**config.mk**
```make
export PLATFORM = sky130hd
export DESIGN_NAME = div_arbiter_flat
export DESIGN_NICKNAME = d
export VERILOG_FILES = /design/src/rtl/div_arbiter_if.sv /design/src/rtl/div_arbiter.sv /design/src/flat_wrapper.sv
export SDC_FILE = /design/constraint.sdc
export NUM_CORES = 1
export LEC_CHECK = 0
export BUFFER_PORTS_ARGS = -buffer_cell sky130_fd_sc_hd__buf_4
export CAP_MARGIN = 25
export CORE_MARGIN = 3
export CORE_UTILIZATION = 51
export DETAILED_ROUTE_END_ITERATION = 6
export MAX_ROUTING_LAYER = met4
export PLACE_DENSITY = 0.86
export REMOVE_ABC_BUFFERS = 1
export SYNTH_ARGS = -nofsm -noshare
export SYNTH_HDL_FRONTEND = slang
export SYNTH_SLANG_ARGS = --single-unit
export TNS_END_PERCENT = 50
```
**constraint.sdc**
```tcl
create_clock -name clk -period 4.9 [get_ports clk]
set_input_delay 1.47 -clock clk [delete_from_list [all_inputs] [get_ports clk]]
set_output_delay 1.47 -clock clk [all_outputs]
set_load 0.01 [all_outputs]
```
**src/rtl/div_arbiter_if.sv**
```systemverilog
// Handshake bundle between the divider arbiter, its two requesters, the
// response consumer and the sequential divider.
interface div_arbiter_if;
    // requester 0
    logic        req0_valid;
    logic        req0_ready;
    logic [15:0] req0_dividend;
    logic [15:0] req0_divisor;
    // requester 1
    logic        req1_valid;
    logic        req1_ready;
    logic [15:0] req1_dividend;
    logic [15:0] req1_divisor;
    // tagged response
    logic        rsp_valid;
    logic        rsp_ready;
    logic        rsp_id;
    logic [15:0] rsp_q;
    logic [15:0] rsp_r;
    logic        rsp_dz;
    logic        rsp_to;
    // divider side
    logic        div_load;
    logic [15:0] div_dividend;
    logic [15:0] div_divisor;
    logic        div_done;
    logic [15:0] div_q;
    logic [15:0] div_r;

    // arbiter side
    modport slave (
        input  req0_valid, req0_dividend, req0_divisor,
        input  req1_valid, req1_dividend, req1_divisor,
        input  rsp_ready, div_done, div_q, div_r,
        output req0_ready, req1_ready,
        output rsp_valid, rsp_id, rsp_q, rsp_r, rsp_dz, rsp_to,
        output div_load, div_dividend, div_divisor
    );

    // requesters, consumer and divider side
    modport master (
        output req0_valid, req0_dividend, req0_divisor,
        output req1_valid, req1_dividend, req1_divisor,
        output rsp_ready, div_done, div_q, div_r,
        input  req0_ready, req1_ready,
        input  rsp_valid, rsp_id, rsp_q, rsp_r, rsp_dz, rsp_to,
        input  div_load, div_dividend, div_divisor
    );
endinterface

```
**src/rtl/div_arbiter.sv**
```systemverilog
// Two-port round-robin arbiter and sequencer for the 16-bit sequential
// divider. One operation in flight; divide-by-zero answered locally;
// watchdog aborts a divider that never reports done.
module div_arbiter #(
    parameter int unsigned TIMEOUT = 40,
    parameter int unsigned CW      = 6
) (
    input  logic          clk,
    input  logic          reset,
    div_arbiter_if.slave  bus
);

    typedef enum logic [1:0] {
        S_IDLE  = 2'd0,
        S_ISSUE = 2'd1,
        S_WAIT  = 2'd2,
        S_RESP  = 2'd3
    } state_e;

    localparam logic [CW-1:0] TO_LAST = CW'(TIMEOUT - 1);

    state_e        state_q, state_d;
    logic          last_q,  last_d;
    logic [CW-1:0] cnt_q,   cnt_d;
    logic          id_q,    id_d;
    logic [15:0]   opa_q,   opa_d;
    logic [15:0]   opb_q,   opb_d;
    logic [15:0]   rq_q,    rq_d;
    logic [15:0]   rr_q,    rr_d;
    logic          dz_q,    dz_d;
    logic          to_q,    to_d;

    logic          gnt0;
    logic          gnt1;
    logic [15:0]   sel_a;
    logic [15:0]   sel_b;

    // Grant selection: only in IDLE and out of reset; ties go to the
    // requester that was not served last.
    always_comb begin
        gnt0  = 1'b0;
        gnt1  = 1'b0;
        sel_a = bus.req0_dividend;
        sel_b = bus.req0_divisor;
        if (state_q == S_IDLE && reset) begin
            if (bus.req0_valid && bus.req1_valid) begin
                gnt0 = last_q;
                gnt1 = ~last_q;
            end else begin
                gnt0 = bus.req0_valid;
                gnt1 = bus.req1_valid;
            end
        end
        if (gnt1) begin
            sel_a = bus.req1_dividend;
            sel_b = bus.req1_divisor;
        end
    end

    // Next-state and datapath capture for the sequencing FSM.
    always_comb begin
        state_d = state_q;
        last_d  = last_q;
        cnt_d   = cnt_q;
        id_d    = id_q;
        opa_d   = opa_q;
        opb_d   = opb_q;
        rq_d    = rq_q;
        rr_d    = rr_q;
        dz_d    = dz_q;
        to_d    = to_q;
        case (state_q)
            S_IDLE: begin
                if (gnt0 || gnt1) begin
                    id_d  = gnt1;
                    opa_d = sel_a;
                    opb_d = sel_b;
                    if (sel_b == '0) begin
                        rq_d    = '1;
                        rr_d    = sel_a;
                        dz_d    = 1'b1;
                        to_d    = 1'b0;
                        state_d = S_RESP;
                    end else begin
                        state_d = S_ISSUE;
                    end
                end
            end
            S_ISSUE: begin
                cnt_d   = '0;
                state_d = S_WAIT;
            end
            S_WAIT: begin
                cnt_d = cnt_q + CW'(1);
                if (bus.div_done) begin
                    rq_d    = bus.div_q;
                    rr_d    = bus.div_r;
                    dz_d    = 1'b0;
                    to_d    = 1'b0;
                    state_d = S_RESP;
                end else if (cnt_q == TO_LAST) begin
                    rq_d    = '0;
                    rr_d    = '0;
                    dz_d    = 1'b0;
                    to_d    = 1'b1;
                    state_d = S_RESP;
                end
            end
            S_RESP: begin
                if (bus.rsp_ready) begin
                    last_d  = id_q;
                    state_d = S_IDLE;
                end
            end
            default: state_d = S_IDLE;
        endcase
    end

    // State and datapath registers, asynchronously cleared.
    always_ff @(posedge clk or negedge reset) begin
        if (!reset) begin
            state_q <= S_IDLE;
            last_q  <= 1'b1;
            cnt_q   <= '0;
            id_q    <= 1'b0;
            opa_q   <= '0;
            opb_q   <= '0;
            rq_q    <= '0;
            rr_q    <= '0;
            dz_q    <= 1'b0;
            to_q    <= 1'b0;
        end else begin
            state_q <= state_d;
            last_q  <= last_d;
            cnt_q   <= cnt_d;
            id_q    <= id_d;
            opa_q   <= opa_d;
            opb_q   <= opb_d;
            rq_q    <= rq_d;
            rr_q    <= rr_d;
            dz_q    <= dz_d;
            to_q    <= to_d;
        end
    end

    assign bus.req0_ready   = gnt0;
    assign bus.req1_ready   = gnt1;
    assign bus.rsp_valid    = (state_q == S_RESP);
    assign bus.rsp_id       = id_q;
    assign bus.rsp_q        = rq_q;
    assign bus.rsp_r        = rr_q;
    assign bus.rsp_dz       = dz_q;
    assign bus.rsp_to       = to_q;
    assign bus.div_load     = (state_q == S_ISSUE);
    assign bus.div_dividend = opa_q;
    assign bus.div_divisor  = opb_q;

endmodule

```
**src/flat_wrapper.sv**
```systemverilog
// flat-port wrapper written by rule: the top's interface ports become plain ports
module div_arbiter_flat 
#(
    parameter int unsigned TIMEOUT = 40,
    parameter int unsigned CW      = 6
)
  (clk, reset, bus_req0_valid, bus_req0_dividend, bus_req0_divisor, bus_req1_valid, bus_req1_dividend, bus_req1_divisor, bus_rsp_ready, bus_div_done, bus_div_q, bus_div_r, bus_req0_ready, bus_req1_ready, bus_rsp_valid, bus_rsp_id, bus_rsp_q, bus_rsp_r, bus_rsp_dz, bus_rsp_to, bus_div_load, bus_div_dividend, bus_div_divisor);
  div_arbiter_if bus_i ();
  input  logic clk;
  input  logic reset;
  input wire logic [$bits(bus_i.req0_valid)-1:0] bus_req0_valid;
  input wire logic [$bits(bus_i.req0_dividend)-1:0] bus_req0_dividend;
  input wire logic [$bits(bus_i.req0_divisor)-1:0] bus_req0_divisor;
  input wire logic [$bits(bus_i.req1_valid)-1:0] bus_req1_valid;
  input wire logic [$bits(bus_i.req1_dividend)-1:0] bus_req1_dividend;
  input wire logic [$bits(bus_i.req1_divisor)-1:0] bus_req1_divisor;
  input wire logic [$bits(bus_i.rsp_ready)-1:0] bus_rsp_ready;
  input wire logic [$bits(bus_i.div_done)-1:0] bus_div_done;
  input wire logic [$bits(bus_i.div_q)-1:0] bus_div_q;
  input wire logic [$bits(bus_i.div_r)-1:0] bus_div_r;
  output wire logic [$bits(bus_i.req0_ready)-1:0] bus_req0_ready;
  output wire logic [$bits(bus_i.req1_ready)-1:0] bus_req1_ready;
  output wire logic [$bits(bus_i.rsp_valid)-1:0] bus_rsp_valid;
  output wire logic [$bits(bus_i.rsp_id)-1:0] bus_rsp_id;
  output wire logic [$bits(bus_i.rsp_q)-1:0] bus_rsp_q;
  output wire logic [$bits(bus_i.rsp_r)-1:0] bus_rsp_r;
  output wire logic [$bits(bus_i.rsp_dz)-1:0] bus_rsp_dz;
  output wire logic [$bits(bus_i.rsp_to)-1:0] bus_rsp_to;
  output wire logic [$bits(bus_i.div_load)-1:0] bus_div_load;
  output wire logic [$bits(bus_i.div_dividend)-1:0] bus_div_dividend;
  output wire logic [$bits(bus_i.div_divisor)-1:0] bus_div_divisor;
  assign bus_i.req0_valid = bus_req0_valid;
  assign bus_i.req0_dividend = bus_req0_dividend;
  assign bus_i.req0_divisor = bus_req0_divisor;
  assign bus_i.req1_valid = bus_req1_valid;
  assign bus_i.req1_dividend = bus_req1_dividend;
  assign bus_i.req1_divisor = bus_req1_divisor;
  assign bus_i.rsp_ready = bus_rsp_ready;
  assign bus_i.div_done = bus_div_done;
  assign bus_i.div_q = bus_div_q;
  assign bus_i.div_r = bus_div_r;
  assign bus_req0_ready = bus_i.req0_ready;
  assign bus_req1_ready = bus_i.req1_ready;
  assign bus_rsp_valid = bus_i.rsp_valid;
  assign bus_rsp_id = bus_i.rsp_id;
  assign bus_rsp_q = bus_i.rsp_q;
  assign bus_rsp_r = bus_i.rsp_r;
  assign bus_rsp_dz = bus_i.rsp_dz;
  assign bus_rsp_to = bus_i.rsp_to;
  assign bus_div_load = bus_i.div_load;
  assign bus_div_dividend = bus_i.div_dividend;
  assign bus_div_divisor = bus_i.div_divisor;
  div_arbiter #(.TIMEOUT(TIMEOUT), .CW(CW)) u_core (.clk(clk), .reset(reset), .bus(bus_i));
endmodule
```
### Word-level counts from Yosys, hierarchy flattened

Index checks and enable logic that the tools add are counted.
Widths: inputs -> output; s select.

* add/sub/neg operators: 1
* equality and inequality tests: 8
* mux-type cells: 32
* bitwise operators: 1
* reductions and logical operators: 11

Operators by type and width (number)
* $mux 16: 9
* $pmux 16 s2: 2
* $logic_not 16->1: 1
* $mux 1: 12
* $pmux 6 s2: 1
* $mux 2: 5
* $pmux 2 s4: 1
* $add 6x1->6 const B: 1
* $eq 6x6->1 const B: 1
* $ne 2x2->1 const B: 3
* $eq 2x2->1 const B: 2
* $pmux 1 s2: 2
* $reduce_and 2->1: 2
* $reduce_and 4->1: 1
* $reduce_bool 2->1: 2
* $ne 3x2->1 const B: 1
* $reduce_and 3->1: 1
* $eq 2x1->1 const B: 1
* $logic_and 1x1->1: 2
* $logic_not 2->1: 1
* $logic_or 1x1->1: 1
* $not 1->1: 1

* register bits after elaboration: 76

### Logic depth before layout (Yosys ltp)

Gate-level depths: netlist of the first run.

* depth after elaboration: 8
* gate-level depth with buffers: 9
* mapped depth without buffers: 7

### Worst setup path before layout of the first run

No wires, ideal clock.

* kind: input port to output port
* start point: in bus_req0_valid
* end point: out bus_req1_ready
* data arrival time: 2.357 ns
* path slack: 1.073 ns
* cell stages on the path: 6
* path buffers: 3
* cell sequence: nand2_1 -> nand4_1 -> buf_2 -> buf_4 -> buf_2 -> inv_1

* longest elaborated chain between the ends: 3

RTL lines
* from (decl): RTL line flat_wrapper.sv:11 `input wire logic [$bits(bus_i.req0_valid)-1:0] bus_req0_valid;`
* $logic_and 1x1->1: RTL line div_arbiter.sv:46 `if (bus.req0_valid && bus.req1_valid) begin`
* $mux 1: RTL line div_arbiter.sv:46
* $mux 1: RTL line div_arbiter.sv:45 `if (state_q == S_IDLE && reset) begin`
* to (decl): RTL line flat_wrapper.sv:22 `output wire logic [$bits(bus_i.req1_ready)-1:0] bus_req1_ready;`

Every way passes these cells.

### Worst setup path in the final report of the first run

* start point: in reset
* end point: out bus_req0_ready

* longest elaborated chain between the ends: 2

RTL lines
* from (decl): RTL line flat_wrapper.sv:10 `input logic reset;`
* $logic_and 1x1->1: RTL line div_arbiter.sv:45
* $mux 1: RTL line div_arbiter.sv:45
* to (decl): RTL line flat_wrapper.sv:21 `output wire logic [$bits(bus_i.req0_ready)-1:0] bus_req0_ready;`

Every way passes these cells.

==> results_dict.tcl, run 1 <==
set metrics [dict create \
    clk_latency_ps 340 \
    synthesis.area_um2 3760 \
    placed_cell_area_um2 5080 \
    ys_ff_latch 76 \
    slew_headroom 0.4854 \
    setup_viol 0 \
    crit_fanout 19 \
    cts_buffers 9 \
    drtIter0Drc 150 \
    drc_errors 0 \
    p_clk_frac 0.174 \
    root_buffer "clkbuf_8" \
    area_growth_pct 41.03 \
    cts_hold_buf 0 \
    cts_sinks 76 \
    p_int_w 0.001920 \
    maxCapViolations 0 \
    fp.dieH_um 91.86 \
    netlist.area_leader.share 0.4992 \
    ir_drop_mv 0.2630 \
    cp-end-kind "output pin" \
    cts.path.max_buffers 2 \
    fillers 522 \
    ctsHtreeMaxLevel 3 \
    path_cells "buf_4 > nand3_1 > a21oi_1 > buf_4" \
    run_status "finished clean" \
    synth_area_per_cell_um2 10.11 \
    cts_tree "yes" \
    cts_setup_buffers 0 \
    p_per_area_nw_per_um2 573.4 \
    grt_pass1_vias 3372 \
    antenna_found_initial 0 \
    drive_gt1_frac 0.4204 \
    fp.dieW_um 91.86 \
    antenna_left 0 \
    tightest_slew_ps 771.9 \
    place_congestion 0.8008 \
    critPathRequiredTime_ps 3430 \
    grtUsageTotal 0.2509 \
    layout_min_cycle_time_ps 3554 \
    arrival_ps 2080 \
    critPathTopFamily "buffers and inverters" \
    wl_um 10130 \
    yosysSeqAreaShare 0.5062 \
    wl_per_cell_um 15.92 \
    fin_ws_ps 1346 \
    postLayoutCellArea_um2 5303 \
    initial_core_util 0.5385 \
    skew_ps 11.50 \
    io_pins 173 \
    maxSlewViolCount 0 \
    period_share 0.7254 \
    coreArea_um2 6982 \
    dr.pass1.iters 4 \
    clock.fmax_ghz 0.2814 \
    power_switching_w 0.001121 \
    insertedDiodeCount 0 \
    clk_pin_slew_ps 80 \
    slowest_stage "buf_4" \
    via_per_inst 5.289 \
    p_sw_frac 0.3686 \
    critical_path.startpoint_type "primary input" \
    grt_max_degree 69 \
    place.port_buffers 172 \
    placed_cells 620 \
    die-area_um2 8438 \
    yosysTopAreaCell "dfrtp_1" \
    min_path_type "flip-flop to flip-flop" \
    hpwl_um 7481 \
    finalNonFillerCells 636 \
    yosysUniqueCellTypes 33 \
    power_frac_comb 0.480 \
    via_count 3364 \
    critPathBufInv 2 \
    synth_area_leaders "dfrtp_1, mux2_2, nand2_1" \
    p_leak_nw 2.707 \
    max_stage_delay_ps 220 \
    grt_overflow 0 \
    rsz0062_at_grt "false" \
    tns_ps 0 \
    post_cts_resized 0 \
    place_ws_ps 1136 \
    yosys_warnings 0 \
    path_class "primary input to output pin" \
    r2r_setup_slack_ps 1840 \
    nets 643 \
    grt_pass1_wl_um 16330 \
    synthCells 372 \
    hold_viol_final 0 \
    row_count 30 \
    crit_path_frequent_cell "buf_4" \
    power_frac_seq 0.346 \
]
power groups by stage:
stage	combinational (W)	sequential, W	clock [W]
6_report	0.00146	0.00105	0.000528
5_1_grt	0.00160	0.00108	0.000562
4_1_cts	0.00148	0.00105	0.000534
3_5_place_dp	0.00147	0.00106	0
3_3_place_gp	0.00142	0.00105	0
2_1_floorplan	0.000703	0.00115	0
cell type report:
type | instances | area [um2] | share of cell area
Sequential cell | 76 | 1903 | 0.3589
Multi-Input combinational cell | 262 | 1694 | 0.3195
Timing Repair Buffer | 177 | 1329 | 0.2506
Clock buffer | 9 | 123.9 | 0.02336
Tap cell | 96 | 120.1 | 0.02265
Clock inverter | 7 | 98.84 | 0.01864
Inverter | 9 | 33.78 | 0.006371
per-stage QoR:
step / util / total power [W] / hold slack (ps)
after floorplan: - / 0.001849 / 477.9
after global placement: 0.7276 / 0.002464 / 464.7
after detailed placement: 0.7276 / 0.002524 / 472.5
after CTS: 0.7595 / 0.003061 / 490.2
after global routing: 0.7595 / 0.003242 / 513.3
final: 0.7595 / 0.003040 / 486.0
worst register-to-register path: stages, from the launching register on:
cell     delay [ps]
dfrtp_1         410
inv_1           170
ha_1            480
nand4_1         180
buf_4           350
mux2_4          410
a21oi_4         140
buf_4           370
mux2_2          430
placed cells by master, fill, tap and decap left out, drive strengths merged, types with 2 or more instances in the layout:
| cell | synthesis | routed |
|---|---|---|
| a21oi | 7 | 7 |
| clkbuf | 16 | 9 |
| nand3 | 5 | 5 |
| nor2b | 2 | 2 |
| mux2i | 34 | 34 |
| nand2 | 91 | 91 |
| ha | 6 | 6 |
| inv | 9 | 10 |
| mux2 | 35 | 35 |
| nor4 | 8 | 8 |
| nor2 | 4 | 4 |
| buf | 9 | 177 |
| bufinv | 0 | 2 |
| clkinv | 0 | 3 |
| o21ai | 54 | 54 |
| dfrtp | 75 | 75 |
| nand4 | 4 | 4 |
routing by layer:
metal / wire, um / GRT usage / part of all wire
met3: 578 / 0.03445 / 0.057
met5: 0 / - / 0
met2: 5262 / 0.4246 / 0.52
met4: 170 / 0.08416 / 0.017
met1: 4114 / 0.3120 / 0.41
cell usage after synthesis:
master	instances
xor2_1	1
a211o_1	1
o311ai_0	1
buf_2	4
mux2_1	3
buf_4	2
buf_6	3
mux2_4	1
nor4_1	8
nand3b_1	1
nor2_1	4
nand3_1	5
nor2b_1	2
a2bb2oi_1	1
dfrtp_1	75
dfstp_2	1
or3_1	1
inv_1	9
o21a_1	1
a21oi_4	1
o21ai_0	54
nand2_1	91
and2_1	1
mux2i_1	34
o211ai_1	1
ha_1	6
o221ai_1	1
a21oi_1	6
a21o_1	1
clkbuf_1	16
mux2_2	31
nand4b_1	1
nand4_1	4
worst paths after layout:
check	startpoint	end	cells after the start
hold / removal	u_core.bus.div_divisor[12]	u_core.bus.div_divisor[12]	2
setup / recovery	reset	bus_req0_ready	4
hold reg to reg	u_core.bus.div_divisor[12]	u_core.bus.div_divisor[12]	2
min in group asynchronous	reset	u_core.bus.div_divisor[9]	1
max in group asynchronous	reset	u_core.bus.rsp_r[11]	2
setup reg to reg	u_core.state_q[0]	u_core.bus.rsp_q[1]	8
logic make-up (layout without fill, tap and decap cells):
family | Yosys count | in the layout | share of synthesized area
adders and majority gates | 6 | 6 | 0.01997
and+or+nand+nor | 118 | 118 | 0.1324
DFF | 76 | 76 | 0.5062
muxes | 69 | 69 | 0.1963
AOI/OAI and AO/OA | 68 | 68 | 0.09951
buffers and inverters | 34 | 202 | 0.04326
xor gates and xnor gates | 1 | 1 | 0.002330
sequential cells by signal (all words and copies together), names as in the netlist:
register / cells
u_core.bus.div_dividend: 16
u_core.bus.div_divisor: 16
u_core.bus.rsp_q: 16
u_core.bus.rsp_r: 16
u_core.cnt_q: 6
u_core.state_q: 2
u_core.bus.rsp_dz: 1
u_core.bus.rsp_id: 1
u_core.bus.rsp_to: 1
u_core.last_q: 1
Power figures use the tool's default switching activity.
==> run 2, diff against run 1 <==
CORE_UTILIZATION = 47   (was 51)
PLACE_DENSITY = 0.8   (was 0.86)
clock period = 3.5 ns   (was 4.9 ns; I/O delays follow)
==> run 2 against run 1 <==
Non-clock buffer count increased by 2. Global-route usage down 1.7 points. Worst hold slack worse by 1.7 ps. Power grew 42%. Combinational power grew 42%. Design area increased by 0.75%. Via count decreased by 1.9%. Clock skew shrank 3.6 ps. Sequential share of layout area shrank 0.27 points. Critical path depth grew 1. Register-to-register slack worse by 970 ps. Largest power group unchanged. Highest routed layer unchanged.
==> results_dict.tcl, run 2 (synthesis gave the netlist of run 1 again) <==
set metrics [dict create \
    antenna_left 0 \
    critPathTopFamily "flip-flops" \
    power_frac_seq 0.339 \
    cts_buffers 9 \
    power.total_w 0.004330 \
    power_switching_w 0.001550 \
    finalNonFillerCells 641 \
    coreArea_um2 7486 \
    p_sw_frac 0.3580 \
    drtIter0Drc 156 \
    skew_ps 7.902 \
    critPathRequiredTime_ps 2450 \
    clk_latency_ps 340 \
    crit_fanout 11 \
    grt_pass1_vias 3300 \
    nets 645 \
    drc_errors 0 \
    maxCapViolations 0 \
    place_congestion 0.7920 \
    initial_core_util 0.5023 \
    run_status "finished clean" \
    post_cts_resized 0 \
    p_leak_nw 2.727 \
    slowest_stage "dfrtp_1" \
    maxSlewViolCount 0 \
    die-area_um2 9109 \
    hold_viol_final 0 \
    cts_tree "yes" \
    tns_ps 0 \
    final_common_cell "buf_4" \
    p_int_w 0.002780 \
    ctsHtreeMaxLevel 3 \
    rsz0062_at_grt "false" \
    min_path_type "flip-flop to flip-flop" \
    antenna_found_initial 0 \
    p_per_area_nw_per_um2 810.4 \
    fp.dieH_um 95.44 \
    drive_gt1_frac 0.4188 \
    insertedDiodeCount 0 \
    hpwl_um 7663 \
    clock.fmax_ghz 0.3400 \
    max_stage_delay_ps 430 \
    grtUsageTotal 0.2336 \
    cts_hold_buf 0 \
    ir_drop_mv 0.4321 \
    hold_slack_ps 484.4 \
    via_per_inst 5.147 \
    cts.path.max_buffers 2 \
    grt_overflow 0 \
    placed_cells 625 \
    row_count 31 \
    crit_path_frequent_cell "inv_1" \
    via_count 3299 \
    period_share 0.8403 \
    fin_util 0.7137 \
    wl_per_cell_um 15.95 \
    critPathBufInv 3 \
    path_class "flip-flop to output pin" \
    area_growth_pct 42.10 \
    path_cells "inv_1 > ha_1 > nand4_1 > inv_1 > buf_4" \
    cts_sinks 76 \
    root_buffer "clkbuf_8" \
    io_pins 173 \
    layout_min_cycle_time_ps 2941 \
    setup_viol 0 \
    most-common-layout-cells "buf_4, nand2_1, dfrtp_1, o21ai_0, mux2i_1" \
    tightest_slew_ps 676.5 \
    cp-end-kind "output pin" \
    critical_path.startpoint_type "flip-flop" \
    p_clk_frac 0.180 \
    power_frac_comb 0.481 \
    dr.pass1.iters 4 \
    cts_setup_buffers 0 \
    grt_pass1_wl_um 15990 \
    grt_max_degree 68 \
    arrival_ps 1890 \
    wl_um 10230 \
    slew_headroom 0.5490 \
    fp.dieW_um 95.44 \
    place.port_buffers 172 \
    clk_pin_slew_ps 70 \
]
[run 2: changes by cell type in the layout (fill, tap and decap cells not counted), sizes merged]
cell / previous run / this run
clkinvlp: 1 / 0
bufinv: 2 / 3
buf: 177 / 179
clkbuf: 9 / 11
clkinv: 3 / 2
inv: 10 / 9
[run 2: through the flow]
step / area (um2) / worst slack, ps
final: 5343 / 558.8
after global routing: 5343 / 425.2
after CTS: 5343 / 552.9
after detailed placement: 5111 / 531.4
after global placement: 5111 / 603.0
after floorplan: 3631 / -932.3
[run 2: power groups by stage]
stage	clock network (W)	logic [W]	registers [W]
global placement	0	0.00204	0.00146
detailed placement	0	0.00211	0.00148
finish	0.000781	0.00208	0.00147
floorplan	0	0.000984	0.00160
CTS	0.000794	0.00212	0.00147
global route	0.000833	0.00227	0.00152
[run 2: worst reg2reg max path: cells and delay by family, from the launching register on]
family / cells / cell delay [ps]
buffers and inverters: 2 / 340
adders and majority gates: 1 / 410
AOI/OAI and AO/OA: 1 / 180
DFF: 1 / 430
and+or+nand+nor: 1 / 340
muxes: 2 / 810
[run 2: worst paths after layout]
check                                             from                     endpoint  slack, ps  depth (start not counted)
hold reg to reg            u_core.bus.div_dividend[13]  u_core.bus.div_dividend[13]        480                          2
min in group asynchronous                        reset            u_core.bus.rsp_to        790                          2
max in group asynchronous                        reset                u_core.last_q       2360                          2
setup / recovery                     u_core.state_q[1]               bus_req1_ready        560                          5
setup reg to reg                     u_core.state_q[1]         u_core.bus.rsp_q[11]        870                          7
hold / removal             u_core.bus.div_dividend[13]  u_core.bus.div_dividend[13]        480                          2
[run 2: final cells by class]
type	count	area, um2
timing repair buffer	179	1356
tap	99	123.9
fill	554	2143
clock inverter	5	100.1
sequential	76	1903
multi-input combinational	262	1694
inverter	9	33.78
clock buffer	11	131.4
[run 2: metal layers]
layer	up-vias	share of wire	global-route usage
met2	126	0.51	0.3918
met1	1549	0.41	0.2859
met5	-	0	-
met3	11	0.070	0.04262
li1	1613	-	-
met4	0	0.012	0.07701
